<file path="src/rtl/cpu_out_uart_tx_if.sv">
// Store-output port between the CPU (master) and the UART consumer (slave).
interface cpu_out_uart_tx_if #(
  parameter int unsigned FIFO_DEPTH = 8
);

  logic                          write_i;
  logic [31:0]                   value_i;
  logic                          tx_o;
  logic                          busy_o;
  logic                          full_o;
  logic                          overflow_o;
  logic [$clog2(FIFO_DEPTH):0]   level_o;

  // Producer side: drives store strobes, observes line and FIFO status.
  modport master (
    output write_i,
    output value_i,
    input  tx_o,
    input  busy_o,
    input  full_o,
    input  overflow_o,
    input  level_o
  );

  // Consumer side: the FIFO + UART transmitter.
  modport slave (
    input  write_i,
    input  value_i,
    output tx_o,
    output busy_o,
    output full_o,
    output overflow_o,
    output level_o
  );

endinterface

</file>
<file path="src/rtl/cpu_out_uart_tx.sv">
// CPU store-output consumer: byte FIFO drained by a UART 8N1 transmitter.
// The producer has no backpressure; writes into a full FIFO are dropped and
// latch a sticky overflow flag.
module cpu_out_uart_tx #(
  parameter int unsigned CLKS_PER_BIT = 4,
  parameter int unsigned FIFO_DEPTH   = 8
) (
  input  logic                    clk_i,
  input  logic                    rstn_i,
  cpu_out_uart_tx_if.slave        bus_io
);

  localparam int unsigned PW = (FIFO_DEPTH > 1) ? $clog2(FIFO_DEPTH) : 1;
  localparam int unsigned LW = PW + 1;
  localparam int unsigned BW = (CLKS_PER_BIT > 1) ? $clog2(CLKS_PER_BIT) : 1;

  localparam logic [BW-1:0] BaudLast  = BW'(CLKS_PER_BIT - 1);
  localparam logic [LW-1:0] LevelFull = LW'(FIFO_DEPTH);

  typedef enum logic [1:0] {
    StIdle,
    StStart,
    StData,
    StStop
  } state_e;

  // FIFO storage and bookkeeping
  logic [7:0]    r_mem [FIFO_DEPTH];
  logic [PW-1:0] r_wptr;
  logic [PW-1:0] r_rptr;
  logic [LW-1:0] r_level;
  logic          r_overflow;

  // Transmitter state
  state_e        r_state;
  logic [BW-1:0] r_baud;
  logic [2:0]    r_bit;
  logic [7:0]    r_shift;
  logic          r_tx;
  logic          r_busy;

  // Next-state and control wires
  state_e        w_state_nxt;
  logic [BW-1:0] w_baud_nxt;
  logic [2:0]    w_bit_nxt;
  logic [7:0]    w_shift_nxt;
  logic          w_tx_nxt;
  logic          w_busy_nxt;
  logic          w_pop;
  logic          w_push;
  logic          w_drop;
  logic          w_full;
  logic          w_nonempty;
  logic          w_baud_last;
  logic [LW-1:0] w_level_nxt;
  logic [7:0]    w_head;

  // Only the low byte of a store is transmitted.
  logic          w_unused_value;
  assign w_unused_value = ^bus_io.value_i[31:8];

  assign w_full      = (r_level == LevelFull);
  assign w_nonempty  = (r_level != '0);
  assign w_push      = bus_io.write_i & ~w_full;
  assign w_drop      = bus_io.write_i & w_full;
  assign w_baud_last = (r_baud == BaudLast);
  assign w_head      = r_mem[r_rptr];
  // Pop is only ever issued with a non-empty FIFO, so this cannot underflow;
  // a full FIFO never pushes, so a same-edge pop cannot rescue a dropped byte.
  assign w_level_nxt = r_level + LW'(w_push) - LW'(w_pop);

  // FIFO storage write; contents need no reset since the pointers define validity.
  always_ff @(posedge clk_i) begin
    if (w_push) begin
      r_mem[r_wptr] <= bus_io.value_i[7:0];
    end
  end

  // FIFO pointers, level and sticky overflow flag.
  always_ff @(posedge clk_i or negedge rstn_i) begin
    if (!rstn_i) begin
      r_wptr     <= '0;
      r_rptr     <= '0;
      r_level    <= '0;
      r_overflow <= 1'b0;
    end else begin
      if (w_push) begin
        r_wptr <= r_wptr + 1'b1;
      end
      if (w_pop) begin
        r_rptr <= r_rptr + 1'b1;
      end
      r_level <= w_level_nxt;
      if (w_drop) begin
        r_overflow <= 1'b1;
      end
    end
  end

  // FSM state register together with its datapath and registered outputs.
  always_ff @(posedge clk_i or negedge rstn_i) begin
    if (!rstn_i) begin
      r_state <= StIdle;
      r_baud  <= '0;
      r_bit   <= '0;
      r_shift <= '0;
      r_tx    <= 1'b1;
      r_busy  <= 1'b0;
    end else begin
      r_state <= w_state_nxt;
      r_baud  <= w_baud_nxt;
      r_bit   <= w_bit_nxt;
      r_shift <= w_shift_nxt;
      r_tx    <= w_tx_nxt;
      r_busy  <= w_busy_nxt;
    end
  end

  // Next-state logic: bit timing, shifter and FIFO pop decisions.
  always_comb begin
    w_state_nxt = r_state;
    w_baud_nxt  = r_baud + 1'b1;
    w_bit_nxt   = r_bit;
    w_shift_nxt = r_shift;
    w_pop       = 1'b0;
    case (r_state)
      StIdle: begin
        w_baud_nxt = '0;
        if (w_nonempty) begin
          w_pop       = 1'b1;
          w_shift_nxt = w_head;
          w_state_nxt = StStart;
        end
      end
      StStart: begin
        if (w_baud_last) begin
          w_baud_nxt  = '0;
          w_bit_nxt   = '0;
          w_state_nxt = StData;
        end
      end
      StData: begin
        if (w_baud_last) begin
          w_baud_nxt  = '0;
          w_shift_nxt = {1'b0, r_shift[7:1]};
          if (r_bit == 3'd7) begin
            w_state_nxt = StStop;
          end else begin
            w_bit_nxt = r_bit + 1'b1;
          end
        end
      end
      StStop: begin
        if (w_baud_last) begin
          w_baud_nxt = '0;
          // Chain straight into the next start bit when more data is waiting.
          if (w_nonempty) begin
            w_pop       = 1'b1;
            w_shift_nxt = w_head;
            w_state_nxt = StStart;
          end else begin
            w_state_nxt = StIdle;
          end
        end
      end
      default: begin
        w_baud_nxt  = '0;
        w_state_nxt = StIdle;
      end
    endcase
  end

  // Output decode from the upcoming state so tx/busy come straight from flops.
  always_comb begin
    w_tx_nxt   = 1'b1;
    w_busy_nxt = (w_state_nxt != StIdle);
    case (w_state_nxt)
      StStart: w_tx_nxt = 1'b0;
      StData:  w_tx_nxt = w_shift_nxt[0];
      default: w_tx_nxt = 1'b1;
    endcase
  end

  assign bus_io.tx_o       = r_tx;
  assign bus_io.busy_o     = r_busy;
  assign bus_io.full_o     = w_full;
  assign bus_io.overflow_o = r_overflow;
  assign bus_io.level_o    = r_level;

endmodule

</file>
<file path="src/flat_wrapper.sv">
// flat-port wrapper written by rule: the top's interface ports become plain ports
module cpu_out_uart_tx_flat 
#(
  parameter int unsigned CLKS_PER_BIT = 4,
  parameter int unsigned FIFO_DEPTH   = 8
)
  (clk_i, rstn_i, bus_io_write_i, bus_io_value_i, bus_io_tx_o, bus_io_busy_o, bus_io_full_o, bus_io_overflow_o, bus_io_level_o);
  cpu_out_uart_tx_if #(.FIFO_DEPTH(FIFO_DEPTH)) bus_io_i ();
  input  logic clk_i;
  input  logic rstn_i;
  input wire logic [$bits(bus_io_i.write_i)-1:0] bus_io_write_i;
  input wire logic [$bits(bus_io_i.value_i)-1:0] bus_io_value_i;
  output wire logic [$bits(bus_io_i.tx_o)-1:0] bus_io_tx_o;
  output wire logic [$bits(bus_io_i.busy_o)-1:0] bus_io_busy_o;
  output wire logic [$bits(bus_io_i.full_o)-1:0] bus_io_full_o;
  output wire logic [$bits(bus_io_i.overflow_o)-1:0] bus_io_overflow_o;
  output wire logic [$bits(bus_io_i.level_o)-1:0] bus_io_level_o;
  assign bus_io_i.write_i = bus_io_write_i;
  assign bus_io_i.value_i = bus_io_value_i;
  assign bus_io_tx_o = bus_io_i.tx_o;
  assign bus_io_busy_o = bus_io_i.busy_o;
  assign bus_io_full_o = bus_io_i.full_o;
  assign bus_io_overflow_o = bus_io_i.overflow_o;
  assign bus_io_level_o = bus_io_i.level_o;
  cpu_out_uart_tx #(.CLKS_PER_BIT(CLKS_PER_BIT), .FIFO_DEPTH(FIFO_DEPTH)) u_core (.clk_i(clk_i), .rstn_i(rstn_i), .bus_io(bus_io_i));
endmodule
</file>
<file path="config.mk">
export PLATFORM = sky130hd
export DESIGN_NAME = cpu_out_uart_tx_flat
export DESIGN_NICKNAME = d
export VERILOG_FILES = /design/src/rtl/cpu_out_uart_tx_if.sv /design/src/rtl/cpu_out_uart_tx.sv /design/src/flat_wrapper.sv
export SDC_FILE = /design/constraint.sdc
export NUM_CORES = 1
export LEC_CHECK = 0
export BUFFER_PORTS_ARGS = -buffer_cell sky130_fd_sc_hd__buf_2
export CORE_MARGIN = 2
export CORE_UTILIZATION = 45
export DETAILED_ROUTE_END_ITERATION = 8
export PLACE_DENSITY = 0.71
export SLEW_MARGIN = 5
export SYNTH_ARGS = -nofsm -noshare
export SYNTH_HDL_FRONTEND = slang
export SYNTH_SLANG_ARGS = --single-unit
</file>
<file path="constraint.sdc">
create_clock -name clk_i -period 3.26 [get_ports clk_i]
set_input_delay 0 -clock clk_i [delete_from_list [all_inputs] [get_ports clk_i]]
set_output_delay 0 -clock clk_i [all_outputs]
set_load 0.005 [all_outputs]
</file>
Word level (Yosys, flattened, before mapping)
Memory sizes are Yosys's and may differ from the RTL's.
Index checks and enable logic that the tools add are counted.
{ "word_totals": {"reg_bits": 28, "ram_bits": 64, "input_bits": 35, "out_inout_bits": 8, "wordCells": 64, "mem_count": 1} }
{ "classes": {"add_sub_neg": 6, "n_eq_ne": 12, "n_mux": 23, "bitwise_logic": 3, "reduce_logical": 8} }
{ "mem_list": {"columns": ["memory", "words", "width", "rd", "rd_ports_with_merged_regs", "write_ports", "line_no", "text"], "rows": [
  ["u_core.r_mem", 8, 8, 1, 0, 1, "cpu_out_uart_tx.sv:28", "logic [7:0] r_mem [FIFO_DEPTH];"]
]} }
{ "ops": {"columns": ["operator", "count"], "rows": [
  ["$mux 8", 3],
  ["$pmux 8 s3", 1],
  ["$mux 2", 6],
  ["$add 3x1->3 const B", 3],
  ["$mux 3", 3],
  ["$eq 2x2->1 const B", 4],
  ["$pmux 2 s4", 1],
  ["$ne 2x1->1 const B", 3],
  ["$pmux 3 s2", 1],
  ["$mux 1", 5],
  ["$add 4x1->4", 1],
  ["$eq 2x1->1 const B", 2],
  ["$eq 4x4->1 const B", 1],
  ["$pmux 1 s2", 2],
  ["$pmux 2 s2", 1],
  ["$reduce_and 4->1", 1],
  ["$reduce_bool 2->1", 2],
  ["$reduce_bool 4->1", 1],
  ["$sub 4x1->4", 1],
  ["$eq 3x3->1 const B", 1],
  ["$reduce_and 3->1", 1],
  ["$reduce_bool 3->1", 1],
  ["$reduce_or 3->1", 1],
  ["$add 2x1->2 const B", 1],
  ["other kinds (4)", 5]
]} }

Logic depth before layout (Yosys ltp)
Gate-level depths: netlist of run 1.
{ "depth": {"depth_word": 6, "mapped_depth": 10, "mapped_depth_nobuf": 10} }

Least setup slack after synthesis of run 1
No wires, ideal clock.
{ "synth_path": {"kind": "reg2reg", "start": "reg u_core.r_state[1]", "end": "reg u_core.r_level[2] (netlist: u_core.bus_io.level_o[2])", "setup_time_ps": 123, "arrival_time_ps": 2233, "required_time_ps": 3137, "slack_ps": 904, "stages_incl_launch_ff": 11, "n_path_buf": 0, "synth_period_minus_slack_ps": 2356, "cell_sequence": "dfrtp_1 inv_1 ha_1 a21o_1 nor3b_1 ha_1 inv_1 ha_1 inv_1 fa_1 xnor2_1"} }
{ "synth_via": {"elab_chain_cells": 3} }
{ "synth_rtl": {"columns": ["item", "line_no", "text"], "rows": [
  ["start, declared", "cpu_out_uart_tx.sv:35", "state_e r_state;"],
  ["start signal, assigned", "cpu_out_uart_tx.sv:103", "r_state <= StIdle;"],
  ["start signal, assigned", "cpu_out_uart_tx.sv:110", "r_state <= w_state_nxt;"],
  ["$eq 2x2->1 / $logic_not 2->1 (equally long branches)", "cpu_out_uart_tx.sv:126", "case (r_state)"],
  ["$pmux 1 s2 *", "cpu_out_uart_tx.sv:126", null],
  ["via u_core.w_pop", "cpu_out_uart_tx.sv:49", "logic w_pop;"],
  ["$sub 4x1->4 *", "cpu_out_uart_tx.sv:70", "assign w_level_nxt = r_level + LW'(w_push) - LW'(w_pop);"],
  ["via u_core.w_level_nxt[2]", "cpu_out_uart_tx.sv:55", "logic [LW-1:0] w_level_nxt;"],
  ["end signal, assigned", "cpu_out_uart_tx.sv:93", "r_level <= w_level_nxt;"],
  ["end, declared", "cpu_out_uart_tx.sv:31", "logic [LW-1:0] r_level;"]
]} }
The timed path passes the listed nets; every way through them passes the cells marked *.
A chain may end at the register's enable or synchronous reset.

Final worst setup path of run 1
Same ends and word-level chain as after synthesis.

==> metrics.log, run 1 <==
INFO  metric rr_endpoint = u_core.bus_io.level_o[2]
INFO  metric insertion_delay = 0.37 ns
INFO  metric netlist.top_cell.by_area = sky130_fd_sc_hd__edfxtp_1
INFO  metric syn_nets = 299
INFO  metric maximum_fanout_count_along_the_critical_path = 7
INFO  metric syn_avg_cell_area = 16.1 um^2
INFO  metric cp.arrival = 2.98 ns
INFO  metric synth_cell_type_count = 44
INFO  metric clock_tree.root_cell = sky130_fd_sc_hd__clkbuf_8
INFO  metric timing.critical_path.depth = 9
INFO  metric crit_family = adder cells
INFO  metric timing.reg2reg.worst_path_depth = 9
INFO  metric critPathBufInv = 2
INFO  metric drv_slew = 0
INFO  metric top_cell_type_s_share_of_synthesized_area = 0.484
INFO  metric floorplan.die.width = 98.0 um
INFO  metric startpoint = u_core.r_state[1]
INFO  metric detail_route.first_pass.iterations = 4
INFO  metric outcome = complete, no violations
INFO  metric worstPathCellList = ha_1 > a21o_1 > nor3b_1 > ha_1 > inv_1 > ha_1 > inv_1 > fa_1 > xnor2_1
INFO  metric first_global_vias = 2167
INFO  metric grt_max_degree = 29
INFO  metric initial_antenna_violation_count = 0
INFO  metric synth_sequential_area_ratio = 0.660
INFO  metric start_util = 0.460
INFO  metric ir_drop = 0.000392 V
INFO  metric hp-class = in -> async
INFO  metric tightestPinTransition = 0.808 ns
INFO  metric cts-buffers-inserted = 9
INFO  metric power_per_cell_area = 836 mW/mm^2
INFO  metric leakage = 1.73 nW
INFO  metric routed_wl = 6.64 mm
INFO  metric clkSlewWorstSetupHoldPaths = 0.10 ns
INFO  metric clock_tree.htree_level_count = 3
INFO  metric max_freq = 367 MHz
INFO  metric post-synth-top-count-cell = sky130_fd_sc_hd__edfxtp_1
INFO  metric grt_overflow_total = 0
INFO  metric fp.dieArea = 0.00960 mm^2
INFO  metric place.gp.congestion = 0.757
INFO  metric buffer_ports.inserted = 18
INFO  metric postCtsSetupBuffers = 0
INFO  metric rsz0062_at_grt = false
INFO  metric die_height = 98.0 um
INFO  metric post_synth_main_area_contributors = sky130_fd_sc_hd__edfxtp_1, sky130_fd_sc_hd__dfrtp_1, sky130_fd_sc_hd__mux4_2
INFO  metric max_stage_delay = 0.54 ns
INFO  metric worstPathRequired = 3.51 ns
INFO  metric yosys_warnings = 0
INFO  metric drv.max_cap_violation_count = 0
INFO  metric finalClockSkew = 0.0180 ns
INFO  metric placementRows = 34
INFO  metric post_synthesis_instance_total = 247
INFO  metric drt-initial-drc-count = 74
INFO  metric grt_first_pass_wirelength = 11.0 mm
INFO  metric place.detailed.hpwl = 4.30 mm
INFO  metric clock_path_buffers = 2
INFO  metric hold_violations = 0
INFO  metric route.detailed.drc = 0
INFO  metric worst_path_max_delay_cell = sky130_fd_sc_hd__nor3b_1
INFO  metric cts_hold_buf = 10
INFO  metric final_antenna_net_count = 0
INFO  metric final_min_period_over_clock_period = 0.835
INFO  metric reg_to_reg_startpoint = u_core.r_state[1]
INFO  metric yosys_most_used_dff = sky130_fd_sc_hd__edfxtp_1
INFO  metric avgRoutedWirePerCell = 16.6 um
INFO  metric post_cts_resized = 0
INFO  metric postPlaceCellArea = 0.00422 mm^2
INFO  metric worst_setup_path_end_kind = flop
INFO  metric global_route.usage.total = 0.150
INFO  metric routed_via_density = 5.33
INFO  metric final_net_count = 339
INFO  metric setup.reg_to_reg.worst_slack = 0.54 ns
INFO  metric num_io_pins = 43
INFO  metric post_route_cells_drive_above_1_share = 0.209
INFO  metric start_kind = flop
INFO  metric postSynth.asyncResetShare = 0.304
INFO  metric antenna_cells_inserted = 0
INFO  metric edff_count_synth = 64
INFO  metric slew-limit-headroom = 0.461
INFO  metric endpoint = u_core.bus_io.level_o[2]
INFO  metric critPathMostFrequentCell = sky130_fd_sc_hd__ha_1
INFO  metric synthTopCellsByCount = sky130_fd_sc_hd__edfxtp_1, sky130_fd_sc_hd__dfrtp_1, sky130_fd_sc_hd__ha_1, sky130_fd_sc_hd__inv_1, sky130_fd_sc_hd__nor2_1
INFO  metric fin_area = 0.00453 mm^2
INFO  metric critPathKind = reg -> reg
INFO  metric number_of_synthesized_register_bits = 92
INFO  metric area_growth_from_synthesis_to_final_layout = 14.0%
INFO  metric core_region_area = 0.00864 mm^2
INFO  metric numClockSinks = 92
INFO  metric timing.final.setup_violations = 0
INFO  metric tritoncts = built
INFO  metric cell_area_after_technology_mapping = 0.00397 mm^2
INFO  metric dr_total_vias = 2131
INFO  metric finalSetupTns = 0 ns
INFO  metric final.min_clock_period = 2.72 ns
routing by layer:
metal / global-route usage / vias up / part of all wire
li1: - / 1026 / -
met1: 0.186 / 1066 / 0.45
met2: 0.261 / 32 / 0.50
met3: 0.0358 / 7 / 0.034
met4: 0.0449 / 0 / 0.012
met5: 0 / - / 0
cells in the final DEF (no fill, tap or decap), types with 2 or more instances in the layout:
| cell | n |
|---|---|
| sky130_fd_sc_hd__mux2_2 | 3 |
| sky130_fd_sc_hd__nor3_1 | 4 |
| sky130_fd_sc_hd__a21oi_1 | 5 |
| sky130_fd_sc_hd__clkinv_8 | 2 |
| sky130_fd_sc_hd__dlygate4sd3_1 | 10 |
| sky130_fd_sc_hd__nand2_1 | 10 |
| sky130_fd_sc_hd__nor2b_1 | 3 |
| sky130_fd_sc_hd__xnor2_1 | 3 |
| sky130_fd_sc_hd__dfrtp_1 | 27 |
| sky130_fd_sc_hd__mux4_2 | 9 |
| sky130_fd_sc_hd__edfxtp_1 | 64 |
| sky130_fd_sc_hd__inv_8 | 3 |
| sky130_fd_sc_hd__a22oi_1 | 6 |
| sky130_fd_sc_hd__nor2_1 | 13 |
| sky130_fd_sc_hd__xor2_1 | 3 |
| sky130_fd_sc_hd__a21o_1 | 3 |
| sky130_fd_sc_hd__mux4_1 | 5 |
| sky130_fd_sc_hd__ha_1 | 16 |
| sky130_fd_sc_hd__a22o_1 | 5 |
| sky130_fd_sc_hd__buf_4 | 9 |
| sky130_fd_sc_hd__nand2b_1 | 4 |
| sky130_fd_sc_hd__inv_6 | 2 |
| sky130_fd_sc_hd__nor3b_1 | 3 |
| sky130_fd_sc_hd__inv_1 | 15 |
| sky130_fd_sc_hd__mux2i_1 | 10 |
| sky130_fd_sc_hd__clkbuf_8 | 9 |
| sky130_fd_sc_hd__o21ai_0 | 10 |
| sky130_fd_sc_hd__buf_2 | 18 |
how the worst min path moves through the flow:
stage               slack [ns]  depth (start not counted)   start                       end
global placement          0.05                          1  rstn_i          u_core.r_baud[1]
detailed placement        0.06                          1  rstn_i          u_core.r_baud[1]
floorplan                -0.30                          0  rstn_i      u_core.bus_io.busy_o
finish                    0.18                          2  rstn_i           u_core.r_bit[1]
global route              0.24                          2  rstn_i           u_core.r_bit[1]
CTS                       0.19                          2  rstn_i  u_core.bus_io.overflow_o
through the flow:
step / setup slack [ns] / hold slack (ns) / instances / power [mW] / utilization
6_report: 0.537 / 0.177 / 400 / 3.78 / 0.524
2_1_floorplan: 0.904 / -0.296 / 247 / 2.71 / -
5_1_grt: 0.312 / 0.238 / 400 / 4.07 / 0.524
3_3_place_gp: 0.632 / 0.0532 / 374 / 3.01 / 0.489
3_5_place_dp: 0.566 / 0.0578 / 374 / 3.06 / 0.489
4_1_cts: 0.525 / 0.189 / 400 / 3.84 / 0.524
power breakdown:
part / leakage (nW) / total [mW] / internal [mW] / switching (mW)
registers: 0.922 / 1.79 / 1.55 / 0.239
logic: 0.702 / 1.23 / 0.629 / 0.605
clock network: 0.106 / 0.765 / 0.311 / 0.454
total: 1.73 / 3.78 / 2.49 / 1.30
area by class of cell:
type / instances / area, um^2
flip-flops and latches: 92 / 2620
clock buffers: 9 / 124
fillers: 706 / 4110
well taps: 108 / 135
multi-input cells: 132 / 1250
inverters: 15 / 56.3
clock inverters: 7 / 83.8
repair buffers: 37 / 258
logic make-up (layout without fill, tap and decap cells):
kind of cell | Yosys count | in the layout | synth area share
flops | 92 | 92 | 0.660
simple gates | 43 | 43 | 0.0560
compound gates | 38 | 38 | 0.0680
mux | 28 | 28 | 0.122
buf+inv | 23 | 68 | 0.0255
fa+ha+maj | 17 | 17 | 0.0554
xor+xnor | 6 | 6 | 0.0132
state kept, by name (all words and copies together), names as in the netlist:
signal and flops:
u_core.bus_io.busy_o 1, u_core.bus_io.level_o 4, u_core.bus_io.overflow_o 1, u_core.bus_io.tx_o 1, u_core.r_baud 2, u_core.r_bit 3
u_core.r_mem 64, u_core.r_rptr 3, u_core.r_shift 8, u_core.r_state 2, u_core.r_wptr 3
Note: power is estimated with default switching activity, not from simulation.
==> inputs of run 2 (changes only) <==
--- a/config.mk
+++ b/config.mk
@@ -5,11 +5,12 @@
 export SDC_FILE = /design/constraint.sdc
 export NUM_CORES = 1
 export LEC_CHECK = 0
+export ABC_AREA = 1
 export BUFFER_PORTS_ARGS = -buffer_cell sky130_fd_sc_hd__buf_2
 export CORE_MARGIN = 2
 export CORE_UTILIZATION = 45
 export DETAILED_ROUTE_END_ITERATION = 8
-export PLACE_DENSITY = 0.71
+export PLACE_DENSITY = 0.73
 export SLEW_MARGIN = 5
 export SYNTH_ARGS = -nofsm -noshare
 export SYNTH_HDL_FRONTEND = slang
==> constraint.sdc (replaced) <==
create_clock -name clk_i -period 2.48 [get_ports clk_i]
set_input_delay 0 -clock clk_i [delete_from_list [all_inputs] [get_ports clk_i]]
set_output_delay 0 -clock clk_i [all_outputs]
set_load 0.005 [all_outputs]
==> metrics.log, run 2 <==
INFO  metric outcome = complete, no violations
INFO  metric num_io_pins = 43
INFO  metric finalSetupTns = 0 ns
INFO  metric placementRows = 35
INFO  metric initial_antenna_violation_count = 0
INFO  metric drv_slew = 0
INFO  metric crit_family = adder cells
INFO  metric grt_util_met3 = 0.0326
INFO  metric multi_input_comb_area = 0.00137 mm^2
INFO  metric start_kind = flop
INFO  metric netlist.top_cell.by_area = sky130_fd_sc_hd__edfxtp_1
INFO  metric yosys_most_used_dff = sky130_fd_sc_hd__edfxtp_1
INFO  metric clock_tree.root_cell = sky130_fd_sc_hd__clkbuf_8
INFO  metric floorplan.die.width = 101 um
INFO  metric grt_first_pass_wirelength = 13.0 mm
INFO  metric registers.top_by_ff_count = u_core.r_mem
INFO  metric place.detailed.hpwl = 4.99 mm
INFO  metric final_antenna_net_count = 0
INFO  metric hp-class = in -> async
INFO  metric post-synth-top-count-cell = sky130_fd_sc_hd__nand2_1
INFO  metric num-fill-cells = 765
INFO  metric globalRouteMet1Util = 0.206
INFO  metric utilization = 0.519
INFO  metric cts-buffers-inserted = 9
INFO  metric most-common-layout-cells = sky130_fd_sc_hd__nand2_1, sky130_fd_sc_hd__edfxtp_1, sky130_fd_sc_hd__nand3_1, sky130_fd_sc_hd__dfrtp_1, sky130_fd_sc_hd__inv_1
INFO  metric hold_violations = 0
INFO  metric synthTopCellsByCount = sky130_fd_sc_hd__nand2_1, sky130_fd_sc_hd__edfxtp_1, sky130_fd_sc_hd__nand3_1, sky130_fd_sc_hd__dfrtp_1, sky130_fd_sc_hd__inv_1
INFO  metric dr_total_vias = 2893
INFO  metric final.min_clock_period = 2.32 ns
INFO  metric area_growth_from_synthesis_to_final_layout = 12.7%
INFO  metric detail_route.first_pass.iterations = 5
INFO  metric place.gp.congestion = 0.820
INFO  metric drt-initial-drc-count = 245
INFO  metric worst_setup_path_end_kind = flop
INFO  metric core_region_area = 0.00915 mm^2
INFO  metric critPathKind = reg -> reg
INFO  metric gr-usage-met2 = 0.291
INFO  metric numClockSinks = 92
INFO  metric buffer_ports.inserted = 18
INFO  metric post_synthesis_instance_total = 401
INFO  metric fp.dieArea = 0.0101 mm^2
INFO  metric post_route_cells_drive_above_1_share = 0.164
INFO  metric top_cell_type_s_share_of_synthesized_area = 0.456
INFO  metric route.detailed.drc = 0
INFO  metric critPathBufInv = 4
INFO  metric final_min_period_over_clock_period = 0.935
INFO  metric critPathMostFrequentCell = sky130_fd_sc_hd__inv_1
INFO  metric grt_overflow_total = 0
INFO  metric first_global_vias = 2802
INFO  metric worstPathRequired = 2.72 ns
INFO  metric final_net_count = 492
INFO  metric antenna_cells_inserted = 0
INFO  metric power_per_cell_area = 1180 mW/mm^2
INFO  metric clock_path_buffers = 2
INFO  metric max_freq = 431 MHz
INFO  metric synth_sequential_area_ratio = 0.623
INFO  metric commonest_non_fill_non_tap_cell_in_the_layout = sky130_fd_sc_hd__nand2_1
INFO  metric routed_via_density = 5.21
INFO  metric slew-limit-headroom = 0.579
INFO  metric grt_busiest_layer = met2
INFO  metric syn_avg_cell_area = 10.5 um^2
INFO  metric postSynth.asyncResetShare = 0.304
INFO  metric rsz0062_at_grt = true
INFO  metric largest_register_ffs = 64
INFO  metric post_synth_main_area_contributors = sky130_fd_sc_hd__edfxtp_1, sky130_fd_sc_hd__dfrtp_1, sky130_fd_sc_hd__nand2_1
INFO  metric cp.arrival = 2.56 ns
INFO  metric tightestPinTransition = 0.632 ns
INFO  metric avgRoutedWirePerCell = 14.5 um
INFO  metric worstPathCellList = ha_4 > nand2_1 > nand2_4 > inv_1 > nor2_1 > nand2_1 > inv_2 > ha_1 > inv_1 > ha_1 > inv_1 > fa_1 > xnor2_1
INFO  metric synth_cell_type_count = 31
INFO  metric worst_path_max_delay_cell = sky130_fd_sc_hd__dfrtp_2
INFO  metric global_route.usage.total = 0.168
INFO  metric regArea = 0.00263 mm^2
INFO  metric maximum_fanout_count_along_the_critical_path = 8
INFO  metric leakage = 2.05 nW
INFO  metric max_stage_delay = 0.46 ns
INFO  metric start_util = 0.460
INFO  metric ir_drop = 0.000806 V
INFO  metric drv.max_cap_violation_count = 0
INFO  metric syn_nets = 453
INFO  metric tritoncts = built
INFO  metric number_of_synthesized_register_bits = 92
INFO  metric edff_count_synth = 64
INFO  metric cell_area_after_technology_mapping = 0.00421 mm^2
INFO  metric finalClockSkew = 0.00858 ns
INFO  metric routed_wl = 8.04 mm
INFO  metric yosys_warnings = 0
INFO  metric timing.final.setup_violations = 0
INFO  metric die_height = 101 um
INFO  metric insertion_delay = 0.35 ns
INFO  metric clock_tree.htree_level_count = 3
INFO  metric grt_max_degree = 34
INFO  metric clkSlewWorstSetupHoldPaths = 0.09 ns
INFO  metric report.power.total = 5.60 mW
[run 2: where the power goes]
group | switching (mW) | internal (mW) | total, mW
Sequential | 0.244 | 2.04 | 2.28
Combinational | 1.48 | 0.853 | 2.33
Clock | 0.514 | 0.471 | 0.985
[run 2: path summary, 6_finish.rpt]
check / cells after the start / to / startpoint / slack (ns)
worst min register to register: 1 / u_core.r_baud[0] / u_core.r_baud[0] / 0.44
max in group asynchronous: 2 / u_core.r_state[1] / rstn_i / 1.83
worst max-delay path: 13 / u_core.bus_io.level_o[2] / u_core.r_state[0] / 0.16
worst min-delay path: 2 / u_core.r_bit[2] / rstn_i / 0.19
min in group clk_i: 1 / u_core.r_baud[0] / u_core.r_baud[0] / 0.44
worst max register to register: 13 / u_core.bus_io.level_o[2] / u_core.r_state[0] / 0.16
[run 2: stage by stage]
step | hold WS, ns | setup slack (ns) | cells | area (um^2)
floorplan | -0.296 | 0.289 | 401 | 4210
global placement | 0.0549 | 0.180 | 529 | 4420
detailed placement | 0.0676 | 0.0826 | 529 | 4420
CTS | 0.211 | 0.0580 | 554 | 4720
global route | 0.264 | -0.0113 | 555 | 4750
finish | 0.193 | 0.161 | 555 | 4750
[run 2: area by class of cell]
type                            count  share of cell area
Clock buffer                        9              0.0261
Timing Repair Buffer               41              0.0606
Clock inverter                      6              0.0153
Tap cell                          111              0.0292
Inverter                           33              0.0271
Sequential cell                    92               0.553
Multi-Input combinational cell    263               0.289
[run 2: kinds of logic after synthesis]
| kind of cell | synth area share |
|---|---|
| adders and majority gates | 0.0523 |
| xor gates and xnor gates | 0.0125 |
| buffers and inverters | 0.0558 |
| DFF | 0.623 |
| AOI/OAI and AO/OA | 0.0434 |
| and+or+nand+nor | 0.213 |
[run 2: worst register-to-register path: cells and delay by family (launching register included)]
family                   cells  cell delay [ns]
AND/OR/NAND/NOR              4             0.35
adder cells (fa/ha/maj)      4             1.00
flip-flops                   1             0.46
buffers and inverters        4             0.26
XOR/XNOR                     1             0.14
[run 2: routing by layer]
| metal | vias up | wire length [um] |
|---|---|---|
| li1 | 1417 | - |
| met1 | 1379 | 3430 |
| met2 | 85 | 4050 |
| met3 | 12 | 419 |
| met4 | 0 | 144 |
| met5 | - | 0 |
[run 2: what timing repair did]
item                                    in CTS  in global routing
setup buffers                                0                  1
endpoints found under the hold margin       93                  0
endpoints found under the setup margin       0                  2
gates resized for setup                      0                  7
hold buffers                                10                  0
==> inputs of run 3 (changes only) <==
--- a/config.mk
+++ b/config.mk
@@ -7,7 +7,6 @@
 export LEC_CHECK = 0
 export ABC_AREA = 1
 export BUFFER_PORTS_ARGS = -buffer_cell sky130_fd_sc_hd__buf_2
-export CORE_MARGIN = 2
 export CORE_UTILIZATION = 45
 export DETAILED_ROUTE_END_ITERATION = 8
 export PLACE_DENSITY = 0.73
==> metrics.log, run 3 (synthesized netlist as in run 2, its figures left out) <==
INFO  metric num-fill-cells = 742
INFO  metric worstPathCellList = ha_2 > nand2_1 > nand2_4 > inv_1 > nor2_1 > nand2_1 > inv_2 > ha_1 > inv_1 > ha_1 > inv_1 > fa_1 > xnor2_1
INFO  metric max_stage_delay = 0.46 ns
INFO  metric die_height = 98.7 um
INFO  metric global_route.usage.total = 0.178
INFO  metric multi_input_comb_area = 0.00136 mm^2
INFO  metric area_growth_from_synthesis_to_final_layout = 13.0%
INFO  metric antenna_cells_inserted = 0
INFO  metric clock_path_buffers = 2
INFO  metric dr_total_vias = 2872
INFO  metric numClockSinks = 92
INFO  metric clkSlewWorstSetupHoldPaths = 0.09 ns
INFO  metric final_net_count = 492
INFO  metric route.detailed.drc = 0
INFO  metric grt_overflow_total = 0
INFO  metric leakage = 2.06 nW
INFO  metric place.gp.congestion = 0.833
INFO  metric power_per_cell_area = 1190 mW/mm^2
INFO  metric num_io_pins = 43
INFO  metric commonest_non_fill_non_tap_cell_in_the_layout = sky130_fd_sc_hd__nand2_1
INFO  metric start_util = 0.474
INFO  metric place.detailed.hpwl = 5.30 mm
INFO  metric final_cell_count_no_fill = 553
INFO  metric cts-buffers-inserted = 9
INFO  metric max_freq = 436 MHz
INFO  metric regArea = 0.00263 mm^2
INFO  metric crit_family = adder cells
INFO  metric most-common-layout-cells = sky130_fd_sc_hd__nand2_1, sky130_fd_sc_hd__edfxtp_1, sky130_fd_sc_hd__nand3_1, sky130_fd_sc_hd__dfrtp_1, sky130_fd_sc_hd__inv_1
INFO  metric floorplan.die.width = 98.7 um
INFO  metric drv.max_cap_violation_count = 0
INFO  metric start_kind = flop
INFO  metric tightestPinTransition = 0.631 ns
INFO  metric clock_tree.root_cell = sky130_fd_sc_hd__clkbuf_8
INFO  metric initial_antenna_violation_count = 0
INFO  metric drt-initial-drc-count = 222
INFO  metric final.min_clock_period = 2.30 ns
INFO  metric placementRows = 34
INFO  metric routed_via_density = 5.19
INFO  metric final_antenna_net_count = 0
INFO  metric final_min_period_over_clock_period = 0.926
INFO  metric maximum_fanout_count_along_the_critical_path = 8
INFO  metric critPathBufInv = 4
INFO  metric routed_wl = 8.00 mm
INFO  metric core_region_area = 0.00889 mm^2
INFO  metric largest_register_ffs = 64
INFO  metric rsz0062_at_grt = false
INFO  metric buffer_ports.inserted = 18
INFO  metric outcome = complete, no violations
INFO  metric finalSetupTns = 0 ns
INFO  metric report.power.total = 5.68 mW
INFO  metric timing.reg2reg.worst_path_depth = 13
INFO  metric worst_path_max_delay_cell = sky130_fd_sc_hd__dfrtp_2
INFO  metric first_global_vias = 2789
INFO  metric utilization = 0.535
INFO  metric ir_drop = 0.000758 V
INFO  metric insertion_delay = 0.35 ns
INFO  metric cp.arrival = 2.54 ns
INFO  metric dp_cells = 526
INFO  metric fp.dieArea = 0.00975 mm^2
INFO  metric grt_max_degree = 34
INFO  metric slew-limit-headroom = 0.579
INFO  metric hp-class = in -> async
INFO  metric grt_first_pass_wirelength = 13.3 mm
INFO  metric avgRoutedWirePerCell = 14.5 um
INFO  metric hold_violations = 0
INFO  metric clock_tree.htree_level_count = 3
INFO  metric timing.final.setup_violations = 0
INFO  metric post_route_cells_drive_above_1_share = 0.162
INFO  metric timing.critical_path.depth = 13
INFO  metric drv_slew = 0
INFO  metric worst_setup_path_end_kind = flop
INFO  metric critPathMostFrequentCell = sky130_fd_sc_hd__inv_1
INFO  metric registers.top_by_ff_count = u_core.r_mem
INFO  metric worstPathRequired = 2.72 ns
INFO  metric tritoncts = built
INFO  metric detail_route.first_pass.iterations = 4
INFO  metric critPathKind = reg -> reg
INFO  metric finalClockSkew = 0.00722 ns
run 3: cell count changes in the layout (fill, tap and decap cells not counted), sizes merged:
cell and change:
bufinv +1, clkinv +1, clkinvlp -1
run 3: final timing paths:
path                                   start                        to  slack [ns]
max in group asynchronous             rstn_i         u_core.r_state[1]        1.83
setup / recovery           u_core.r_state[1]  u_core.bus_io.level_o[2]        0.18
hold / removal                        rstn_i         u_core.r_shift[3]        0.20
min in group clk_i          u_core.r_baud[0]          u_core.r_baud[0]        0.43
setup reg to reg           u_core.r_state[1]  u_core.bus_io.level_o[2]        0.18
hold reg to reg             u_core.r_baud[0]          u_core.r_baud[0]        0.43
run 3: metrics by stage:
stage / setup slack [ns] / area, um^2 / hold slack (ns)
final: 0.184 / 4760 / 0.199
after global routing: 0.0144 / 4760 / 0.279
after CTS: 0.105 / 4740 / 0.225
after detailed placement: 0.124 / 4420 / 0.0718
after global placement: 0.173 / 4420 / 0.0618
after floorplan: 0.289 / 4210 / -0.296
run 3: final cells by class:
type                            instances  share of cell area
Sequential cell                        92               0.552
Tap cell                              108              0.0284
Clock buffer                            9              0.0260
Clock inverter                          7              0.0205
Timing Repair Buffer                   41              0.0605
Multi-Input combinational cell        263               0.286
Inverter                               33              0.0271
run 3: what timing repair did:
item | 4_1_cts | 5_1_grt
setup endpoints to repair | 0 | 2
gates resized for setup | 0 | 5
setup buffers | 0 | 1
endpoints found under the hold margin | 93 | 0
hold buffers | 10 | 0
run 3: where the power goes:
part	switching [mW]	internal (mW)	leakage, nW	total (mW)
registers	0.234	2.03	0.917	2.27
logic	1.46	0.850	1.03	2.31
clock network	0.526	0.575	0.113	1.10
run 3: per-layer routing:
layer / global-route usage / share of wire
met5: 0 / 0
met4: 0.0987 / 0.025
met3: 0.0227 / 0.059
met2: 0.286 / 0.49
met1: 0.236 / 0.43
run 3: worst reg2reg max path, cell delays in order (launching register included):
cell                      delay, ns
sky130_fd_sc_hd__dfrtp_2       0.46
sky130_fd_sc_hd__ha_2          0.21
sky130_fd_sc_hd__nand2_1       0.13
sky130_fd_sc_hd__nand2_4       0.09
sky130_fd_sc_hd__inv_1         0.07
sky130_fd_sc_hd__nor2_1        0.04
sky130_fd_sc_hd__nand2_1       0.09
sky130_fd_sc_hd__inv_2         0.06
sky130_fd_sc_hd__ha_1          0.27
sky130_fd_sc_hd__inv_1         0.05
sky130_fd_sc_hd__ha_1          0.16
sky130_fd_sc_hd__inv_1         0.05
sky130_fd_sc_hd__fa_1          0.38
sky130_fd_sc_hd__xnor2_1       0.13
